$ cat src/rtl/uart_pkg.sv
// Shared types and constants for the configurable UART receiver.
package uart_pkg;

  localparam int DEFAULT_OVERSAMPLE = 16;

  typedef enum logic [2:0] {
    IDLE,
    START,
    DATA,
    PARITY,
    STOP,
    WAIT_HIGH
  } rx_state_t;

  typedef enum logic [1:0] {
    PAR_NONE,
    PAR_EVEN,
    PAR_ODD
  } parity_mode_t;

  function automatic parity_mode_t parity_mode(input logic en, input logic odd);
    if (!en) return PAR_NONE;
    return odd ? PAR_ODD : PAR_EVEN;
  endfunction

endpackage

$ cat src/rtl/uart_rx_sync.sv
// Two-flop synchroniser for the asynchronous rx pad; both flops reset to the idle level.
module uart_rx_sync (
  input  logic clk,
  input  logic rst,
  input  logic d,
  output logic q
);

  logic meta;

  always_ff @(posedge clk or posedge rst) begin
    if (rst) begin
      meta <= 1'b1;
      q    <= 1'b1;
    end else begin
      meta <= d;
      q    <= meta;
    end
  end

endmodule

$ cat src/rtl/uart_rx_cfg.sv
// Oversampling UART receiver: DBIT data bits, runtime parity and 1/2 stop bits.
// Define UART_RX_SYNC_EN to put a 2-flop synchroniser on rx ahead of the FSM.
module uart_rx_cfg
  import uart_pkg::*;
#(
  parameter int DBIT       = 8,
  parameter int OVERSAMPLE = DEFAULT_OVERSAMPLE
) (
  input  logic            clk,
  input  logic            rst,
  input  logic            rx,
  input  logic            s_tick,
  input  logic            par_en,
  input  logic            par_odd,
  input  logic            stop2,
  output logic            rx_done_tick,
  output logic [DBIT-1:0] dout,
  output logic            parity_err,
  output logic            frame_err,
  output logic            break_det
);

  localparam int SW = $clog2(OVERSAMPLE);
  localparam int NW = $clog2(DBIT);
  localparam logic [SW-1:0] S_MID  = SW'(OVERSAMPLE / 2 - 1);
  localparam logic [SW-1:0] S_END  = SW'(OVERSAMPLE - 1);
  localparam logic [NW-1:0] N_LAST = NW'(DBIT - 1);

  logic rx_i;

`ifdef UART_RX_SYNC_EN
  uart_rx_sync u_sync (
    .clk (clk),
    .rst (rst),
    .d   (rx),
    .q   (rx_i)
  );
`else
  assign rx_i = rx;
`endif

  rx_state_t       state, state_next;
  logic [SW-1:0]   s_reg, s_next;
  logic [NW-1:0]   n_reg, n_next;
  logic [DBIT-1:0] b_reg, b_next;
  parity_mode_t    mode_reg, mode_next;
  logic            stop2_reg, stop2_next;
  logic            perr_reg, perr_next;
  logic            ferr_reg, ferr_next;
  logic            pbit_reg, pbit_next;
  logic            done_next;
  logic [DBIT-1:0] dout_next;
  logic            pe_next, fe_next, bk_next;
  logic            ferr_now;
  logic [NW-1:0]   stop_last;

  always_ff @(posedge clk or posedge rst) begin
    if (rst) begin
      state        <= IDLE;
      s_reg        <= '0;
      n_reg        <= '0;
      b_reg        <= '0;
      mode_reg     <= PAR_NONE;
      stop2_reg    <= 1'b0;
      perr_reg     <= 1'b0;
      ferr_reg     <= 1'b0;
      pbit_reg     <= 1'b0;
      rx_done_tick <= 1'b0;
      dout         <= '0;
      parity_err   <= 1'b0;
      frame_err    <= 1'b0;
      break_det    <= 1'b0;
    end else begin
      state        <= state_next;
      s_reg        <= s_next;
      n_reg        <= n_next;
      b_reg        <= b_next;
      mode_reg     <= mode_next;
      stop2_reg    <= stop2_next;
      perr_reg     <= perr_next;
      ferr_reg     <= ferr_next;
      pbit_reg     <= pbit_next;
      rx_done_tick <= done_next;
      dout         <= dout_next;
      parity_err   <= pe_next;
      frame_err    <= fe_next;
      break_det    <= bk_next;
    end
  end

  // Stop bits reuse the bit counter: last stop sample is index 0 or 1.
  assign stop_last = stop2_reg ? NW'(1) : '0;

  always_comb begin
    state_next = state;
    s_next     = s_reg;
    n_next     = n_reg;
    b_next     = b_reg;
    mode_next  = mode_reg;
    stop2_next = stop2_reg;
    perr_next  = perr_reg;
    ferr_next  = ferr_reg;
    pbit_next  = pbit_reg;
    done_next  = 1'b0;
    dout_next  = dout;
    pe_next    = parity_err;
    fe_next    = frame_err;
    bk_next    = break_det;
    ferr_now   = 1'b0;

    unique case (state)
      IDLE: begin
        if (!rx_i) begin
          state_next = START;
          s_next     = '0;
          mode_next  = parity_mode(par_en, par_odd);
          stop2_next = stop2;
        end
      end

      START: begin
        if (s_tick) begin
          if (s_reg == S_MID) begin
            if (rx_i) begin
              state_next = IDLE;
            end else begin
              state_next = DATA;
              s_next     = '0;
              n_next     = '0;
              perr_next  = 1'b0;
              ferr_next  = 1'b0;
              pbit_next  = 1'b0;
            end
          end else begin
            s_next = s_reg + 1'b1;
          end
        end
      end

      DATA: begin
        if (s_tick) begin
          if (s_reg == S_END) begin
            s_next = '0;
            b_next = {rx_i, b_reg[DBIT-1:1]};
            if (n_reg == N_LAST) begin
              n_next     = '0;
              state_next = (mode_reg != PAR_NONE) ? PARITY : STOP;
            end else begin
              n_next = n_reg + 1'b1;
            end
          end else begin
            s_next = s_reg + 1'b1;
          end
        end
      end

      PARITY: begin
        if (s_tick) begin
          if (s_reg == S_END) begin
            s_next     = '0;
            pbit_next  = rx_i;
            perr_next  = (^b_reg) ^ rx_i ^ (mode_reg == PAR_ODD);
            state_next = STOP;
          end else begin
            s_next = s_reg + 1'b1;
          end
        end
      end

      STOP: begin
        if (s_tick) begin
          if (s_reg == S_END) begin
            s_next    = '0;
            ferr_now  = ferr_reg | ~rx_i;
            ferr_next = ferr_now;
            if (n_reg == stop_last) begin
              done_next  = 1'b1;
              dout_next  = b_reg;
              pe_next    = (mode_reg != PAR_NONE) & perr_reg;
              fe_next    = ferr_now;
              bk_next    = ferr_now & ~(|b_reg) & ((mode_reg == PAR_NONE) | ~pbit_reg);
              n_next     = '0;
              state_next = ferr_now ? WAIT_HIGH : IDLE;
            end else begin
              n_next = n_reg + 1'b1;
            end
          end else begin
            s_next = s_reg + 1'b1;
          end
        end
      end

      // A held-low line must return high before a new start is accepted.
      WAIT_HIGH: begin
        if (rx_i) state_next = IDLE;
      end

      default: state_next = IDLE;
    endcase
  end

endmodule

$ cat config.mk
export PLATFORM = sky130hd
export DESIGN_NAME = uart_rx_cfg
export DESIGN_NICKNAME = d
export VERILOG_FILES = /design/src/rtl/uart_pkg.sv /design/src/rtl/uart_rx_sync.sv /design/src/rtl/uart_rx_cfg.sv
export SDC_FILE = /design/constraint.sdc
export NUM_CORES = 1
export LEC_CHECK = 0
export ABC_AREA = 0
export CAP_MARGIN = 20
export CORE_ASPECT_RATIO = 0.5
export CORE_UTILIZATION = 46
export CTS_CLUSTER_DIAMETER = 80
export DETAILED_ROUTE_END_ITERATION = 7
export GPL_TIMING_DRIVEN = 0
export HOLD_SLACK_MARGIN = 0.08
export PLACE_DENSITY = 0.7
export SETUP_SLACK_MARGIN = 0.4
export SYNTH_ARGS = -nofsm -noshare
export SYNTH_HDL_FRONTEND = slang
export SYNTH_HIERARCHICAL = 1
export SYNTH_SLANG_ARGS = --single-unit
export TNS_END_PERCENT = 5
$ cat constraint.sdc
create_clock -name clk -period 2.44 [get_ports clk]
set_input_delay 0.61 -clock clk [delete_from_list [all_inputs] [get_ports clk]]
set_output_delay 0.61 -clock clk [all_outputs]
set_load 0.02 [all_outputs]
==> impl_metrics.env, run 1 <==
export IMPL_cap_violations=0
export IMPL_via_per_inst=5.61
export IMPL_drc=4
export IMPL_synth_top_area_share_pct=42.1
export IMPL_crit_type="in2reg"
export IMPL_ys_types=56
export IMPL_slew_headroom_pct=50.6
export IMPL_cts_root_buf="clkbuf_8"
export IMPL_seq_area_frac_synth_pct=42.1
export IMPL_synth_ff_type="dfrtp_1"
export IMPL_n_fill_cell=388
export IMPL_antenna_cells=0
export IMPL_areaGrowthSynthToFinish_pct=17.3
export IMPL_grt_pass1_wl_um=7130
export IMPL_ir_drop_v=0.000294
export IMPL_clk_latency_ns=0.30
export IMPL_p_leak_uw=0.00115
export IMPL_crit_required_ns=2.63
export IMPL_antenna_found_initial=0
export IMPL_cp_start_kind="input pin"
export IMPL_synthCells=199
export IMPL_hold_class="reg2reg"
export IMPL_cpMaxStageDelayCell="clkdlybuf4s50_1"
export IMPL_layout_nets=238
export IMPL_cts_buffers=5
export IMPL_slew_viol_final=0
export IMPL_netSwitchingFraction_pct=34.5
export IMPL_core_um2=4420
export IMPL_avgSynthCellArea_um2=10.7
export IMPL_min_path_cells=2
export IMPL_post_drt_wl_per_cell_um=14.9
export IMPL_path_cells="clkdlybuf4s50_1, nor3_1, a22oi_1, nand2b_4, mux2_2"
export IMPL_hold_end="ferr_reg$_DFFE_PP0P_"
export IMPL_netlist_area_um2=2140
export IMPL_post_synth_top_area_cell="dfrtp_1"
export IMPL_drt_total_wl_um=4190
export IMPL_postCtsSetupBuffers=0
export IMPL_r2r_end="dout[4]$_DFFE_PP0P_"
export IMPL_antenna_left=0
export IMPL_pin_count=19
export IMPL_violations="design-rule violations"
export IMPL_clock_sinks=36
export IMPL_r2r_start="s_reg[0]$_DFFE_PP0P_"
export IMPL_seqPwrFrac_pct=38.9
export IMPL_hpwl_um=3030
export IMPL_cts_clk_slew_worst_paths_ns=0.08
export IMPL_placedInstanceArea_um2=2390
export IMPL_combPwrFrac_pct=31.7
export IMPL_ctsHtreeMaxLevel=2
export IMPL_final_cell_mix="36 x dfrtp_1, 17 x inv_1, 17 x clkdlybuf4s50_1"
export IMPL_dieArea_um2=4940
export IMPL_grtUsageTotal_pct=19.2
export IMPL_io_buffers=18
export IMPL_setup_viol=0
export IMPL_end_kind="register"
export IMPL_yosys_top_cells_area="dfrtp_1 42%, mux2i_1 5.1%, mux2_4 4.9%"
export IMPL_p_per_area_nw_per_um2=722
export IMPL_hp_start="ferr_reg$_DFFE_PP0P_"
export IMPL_ys_ff_latch=36
export IMPL_p_switching_uw=625
export IMPL_crit_fanout=5
export IMPL_grt_overflow=0
export IMPL_cts_tree="done"
export IMPL_fin_area_um2=2510
export IMPL_clkPwrFrac_pct=29.4
export IMPL_drive_gt1_share_pct=18.7
export IMPL_die_height_um=50.2
export IMPL_timing_fmax_mhz=491
export IMPL_worst_clock_skew_ns=0.00418
export IMPL_cts_hold_fix_buffers=0
export IMPL_grt_max_degree=37
export IMPL_yosysWarnings=6
export IMPL_synth_nets=213
export IMPL_fin_crit_sh_pct=83.5
export IMPL_drtIter0Drc=60
export IMPL_vias=1581
export IMPL_slowest_delay_ns=0.52
export IMPL_outcome="finished, violations left"
export IMPL_p_int_uw=1180
export IMPL_async_reset_ff_share_pct=100
export IMPL_r2r_cells=7
export IMPL_min_period_ns=2.04
export IMPL_cts_path_max_buffers=2
export IMPL_worst_pin_slew_ns=0.740
export IMPL_final_common_cell="dfrtp_1"
export IMPL_gp_congestion=0.878
export IMPL_rsz0062_at_grt="yes"
export IMPL_synth_edf_count=0
export IMPL_firstDrtPassIters=8
export IMPL_hold_violations=0
export IMPL_start_util_pct=48.3
export IMPL_fp_dieW_um=98.4
export IMPL_fin_tns_setup_ns=0
export IMPL_ff2ff_setup_slack_ns=0.45
export IMPL_placementRows=17
export IMPL_crit_arrival_ns=2.23
export IMPL_grt_pass1_vias=1532
==> metrics by stage <==
stage / total power, uW / utilization [%] / hold slack (ns) / setup slack (ns) / cells
after floorplan: 1150 / - / 0.447 / 0.639 / 199
after global placement: 1260 / 54.0 / 0.464 / -0.0936 / 274
after detailed placement: 1280 / 54.0 / 0.468 / -0.132 / 274
after CTS: 1820 / 56.6 / 0.486 / 0.322 / 282
after global routing: 1920 / 56.7 / 0.499 / 0.303 / 282
final: 1810 / 56.7 / 0.483 / 0.402 / 282
==> critical path: cells and delay by family <==
kind / cells / cell delay [ns]
multiplexers: 1 / 0.26
buffers and inverters: 1 / 0.52
AND/OR/NAND/NOR: 2 / 0.59
AO/OA/AOI/OAI: 1 / 0.25
==> cell usage after synthesis, types with 3 or more instances <==
master	n
nor2_1	7
o211ai_1	3
nor3_1	5
mux2i_1	11
nand2_1	9
mux2_4	7
mux2_2	5
a21oi_1	4
xnor2_1	6
buf_4	3
nor2b_1	3
ha_1	7
nand3_1	5
xor2_1	3
o21ai_0	10
dfrtp_1	36
inv_1	18
==> power groups by stage <==
stage	combinational, uW	clock (uW)	sequential (uW)
6_report	573	532	704
5_1_grt	626	579	712
4_1_cts	569	548	705
3_5_place_dp	561	0	718
3_3_place_gp	546	0	713
2_1_floorplan	446	0	700
==> final cells by class <==
class / count / area (um2) / area share [%]
Buffer: 10 / 80.1 / 3.19
Clock inverter: 3 / 42.5 / 1.70
Tap cell: 57 / 71.3 / 2.84
Sequential cell: 36 / 901 / 35.9
Multi-Input combinational cell: 135 / 1100 / 43.8
Timing Repair Buffer: 18 / 179 / 7.14
Inverter: 18 / 67.6 / 2.69
Clock buffer: 5 / 68.8 / 2.74
==> timing repair <==
action,in CTS,in global routing
resized for setup,2,2
cloned,0,0
setup endpoints to repair,18,18
==> routing by layer <==
layer / GRT usage (%) / vias up / wire, um
met2: 29.8 / 43 / 1860
li1: - / 767 / -
met1: 25.8 / 763 / 2080
met5: 0 / - / 0
met3: 4.18 / 8 / 173
met4: 8.96 / 0 / 75
==> how the worst max path moves through the flow <==
stage / from / to / slack (ns)
4_1_cts: rx / state[0]$_DFFE_PP0P_ / 0.32
6_report: rx / n_reg[0]$_DFFE_PP0P_ / 0.40
2_1_floorplan: s_reg[0]$_DFFE_PP0P_ / break_det$_DFFE_PP0P_ / 0.64
3_3_place_gp: rx / stop2_reg$_DFFE_PP0P_ / -0.09
5_1_grt: rx / n_reg[0]$_DFFE_PP0P_ / 0.30
3_5_place_dp: s_tick / break_det$_DFFE_PP0P_ / -0.13
==> cell families after synthesis <==
group	after synthesis	synth area share, %
compound gates	42	14.1
simple gates	54	16.4
flops	36	42.1
fa+ha+maj	7	4.10
mux	23	12.7
buf+inv	28	6.85
xor+xnor	9	3.69
Power figures use the tool's default switching activity.
==> run 2: changes to the inputs <==
clock period = 2.1 ns   (was 2.44 ns; I/O delays follow)
==> impl_metrics.env, run 2 (synthesis gave the netlist of run 1 again) <==
export IMPL_outcome="finished, violations left"
export IMPL_violations="design-rule violations"
export IMPL_dp_cells=274
export IMPL_worst_clock_skew_ns=0.00323
export IMPL_gp_congestion=0.836
export IMPL_firstDrtPassIters=8
export IMPL_final_common_cell="dfrtp_1"
export IMPL_placementRows=17
export IMPL_areaGrowthSynthToFinish_pct=20.4
export IMPL_io_buffers=18
export IMPL_p_total_uw=2070
export IMPL_rsz0062_at_grt="yes"
export IMPL_vias=1587
export IMPL_start_util_pct=48.3
export IMPL_cp_num_buf_inv=3
export IMPL_clock_sinks=36
export IMPL_timing_fmax_mhz=552
export IMPL_drtIter0Drc=94
export IMPL_hp_start="ferr_reg$_DFFE_PP0P_"
export IMPL_final_cell_mix="35 x dfrtp_1, 17 x inv_1, 15 x clkdlybuf4s50_1"
export IMPL_critPathTopFamily="buffers and inverters"
export IMPL_cts_clk_slew_worst_paths_ns=0.07
export IMPL_crit_fanout=9
export IMPL_drt_total_wl_um=4380
export IMPL_layout_nets=241
export IMPL_slowest_delay_ns=0.34
export IMPL_critPathLaunch="s_tick"
export IMPL_antenna_found_initial=0
export IMPL_hold_class="reg2reg"
export IMPL_core_um2=4420
export IMPL_grtUsageTotal_pct=20.1
export IMPL_final_util_pct=58.2
export IMPL_worst_slack_ns=0.288
export IMPL_slew_headroom_pct=50.1
export IMPL_antenna_cells=0
export IMPL_end_kind="register"
export IMPL_pin_count=19
export IMPL_crit_type="in2reg"
export IMPL_r2r_start="s_reg[1]$_DFFE_PP0P_"
export IMPL_die_height_um=50.2
export IMPL_cp_start_kind="input pin"
export IMPL_hold_violations=0
export IMPL_clk_latency_ns=0.29
export IMPL_cts_root_buf="clkbuf_8"
export IMPL_dieArea_um2=4940
export IMPL_cts_tree="done"
export IMPL_grt_overflow=0
export IMPL_place_ws_ns=-0.471
export IMPL_crit_arrival_ns=1.99
export IMPL_ctsHtreeMaxLevel=2
export IMPL_fp_dieW_um=98.4
export IMPL_worst_pin_slew_ns=0.748
export IMPL_drive_gt1_share_pct=21.9
export IMPL_antenna_left=0
export IMPL_cpMaxStageDelayCell="clkdlybuf4s15_1"
export IMPL_crit_required_ns=2.28
export IMPL_ir_drop_v=0.000311
export IMPL_setup_viol=0
export IMPL_p_leak_uw=0.00116
export IMPL_slew_viol_final=0
export IMPL_hpwl_um=3160
export IMPL_path_cells="clkdlybuf4s15_1, and3_1, clkbuf_8, nand2_8, nor3_4, buf_4, mux2_2"
export IMPL_grt_max_degree=37
export IMPL_grt_pass1_vias=1569
export IMPL_fin_tns_setup_ns=0
export IMPL_cap_violations=0
export IMPL_p_per_area_nw_per_um2=802
export IMPL_final_cell_count_no_fill=285
export IMPL_fin_crit_sh_pct=86.3
export IMPL_min_period_ns=1.81
export IMPL_grt_pass1_wl_um=7470
export IMPL_cts_buffers=5
export IMPL_via_per_inst=5.57
export IMPL_drc=1
export IMPL_cts_path_max_buffers=2
export IMPL_post_drt_wl_per_cell_um=15.4
==> run 2: final cells by class <==
cell class | instances | area (um2)
flip-flops and latches | 36 | 902
multi-input cells | 135 | 1140
inverters | 18 | 67.6
fillers | 387 | 1850
repair buffers | 21 | 200
clock inverters | 1 | 7.51
well taps | 57 | 71.3
clock buffers | 7 | 86.3
plain buffers | 10 | 96.3
==> run 2: where the power goes <==
group | switching, uW | internal [uW]
Sequential | 66.1 | 756
Combinational | 420 | 300
Clock | 256 | 267
==> run 2: per-layer routing <==
metal	GRT usage [%]	part of all wire, %
met5	0	0
met4	8.46	0.71
met3	4.74	3.1
met2	33.8	48
met1	25.4	48
==> run 2: repair_timing <==
action	CTS	global route
endpoints found under the setup margin	47	33
hold buffers	0	0
setup buffers	3	0
cloned	0	0
gates resized for setup	11	5
pin swaps	1	0
==> run 2: final timing paths <==
| kind | cells after the start | slack [ns] | to |
|---|---|---|---|
| setup / recovery | 7 | 0.29 | dout[6]$_DFFE_PP0P_ |
| hold reg to reg | 2 | 0.49 | ferr_reg$_DFFE_PP0P_ |
| min in group asynchronous | 2 | 0.67 | rx_done_tick$_DFF_PP0_ |
| hold / removal | 2 | 0.49 | ferr_reg$_DFFE_PP0P_ |
| max in group asynchronous | 2 | 0.90 | state[1]$_DFFE_PP0P_ |
| setup reg to reg | 7 | 0.30 | dout[6]$_DFFE_PP0P_ |
==> run 2: per-stage QoR <==
step	hold WS (ns)	instance area, um2
5_1_grt	0.517	2570
3_5_place_dp	0.477	2420
4_1_cts	0.493	2560
6_report	0.487	2570
2_1_floorplan	0.447	2170
3_3_place_gp	0.463	2420
==> run 2: worst min-delay path: cells and delay by family (launching register included) <==
family	cells	cell delay (ns)
AOI/OAI and AO/OA	1	0.05
DFF	1	0.35
and+or+nand+nor	1	0.05
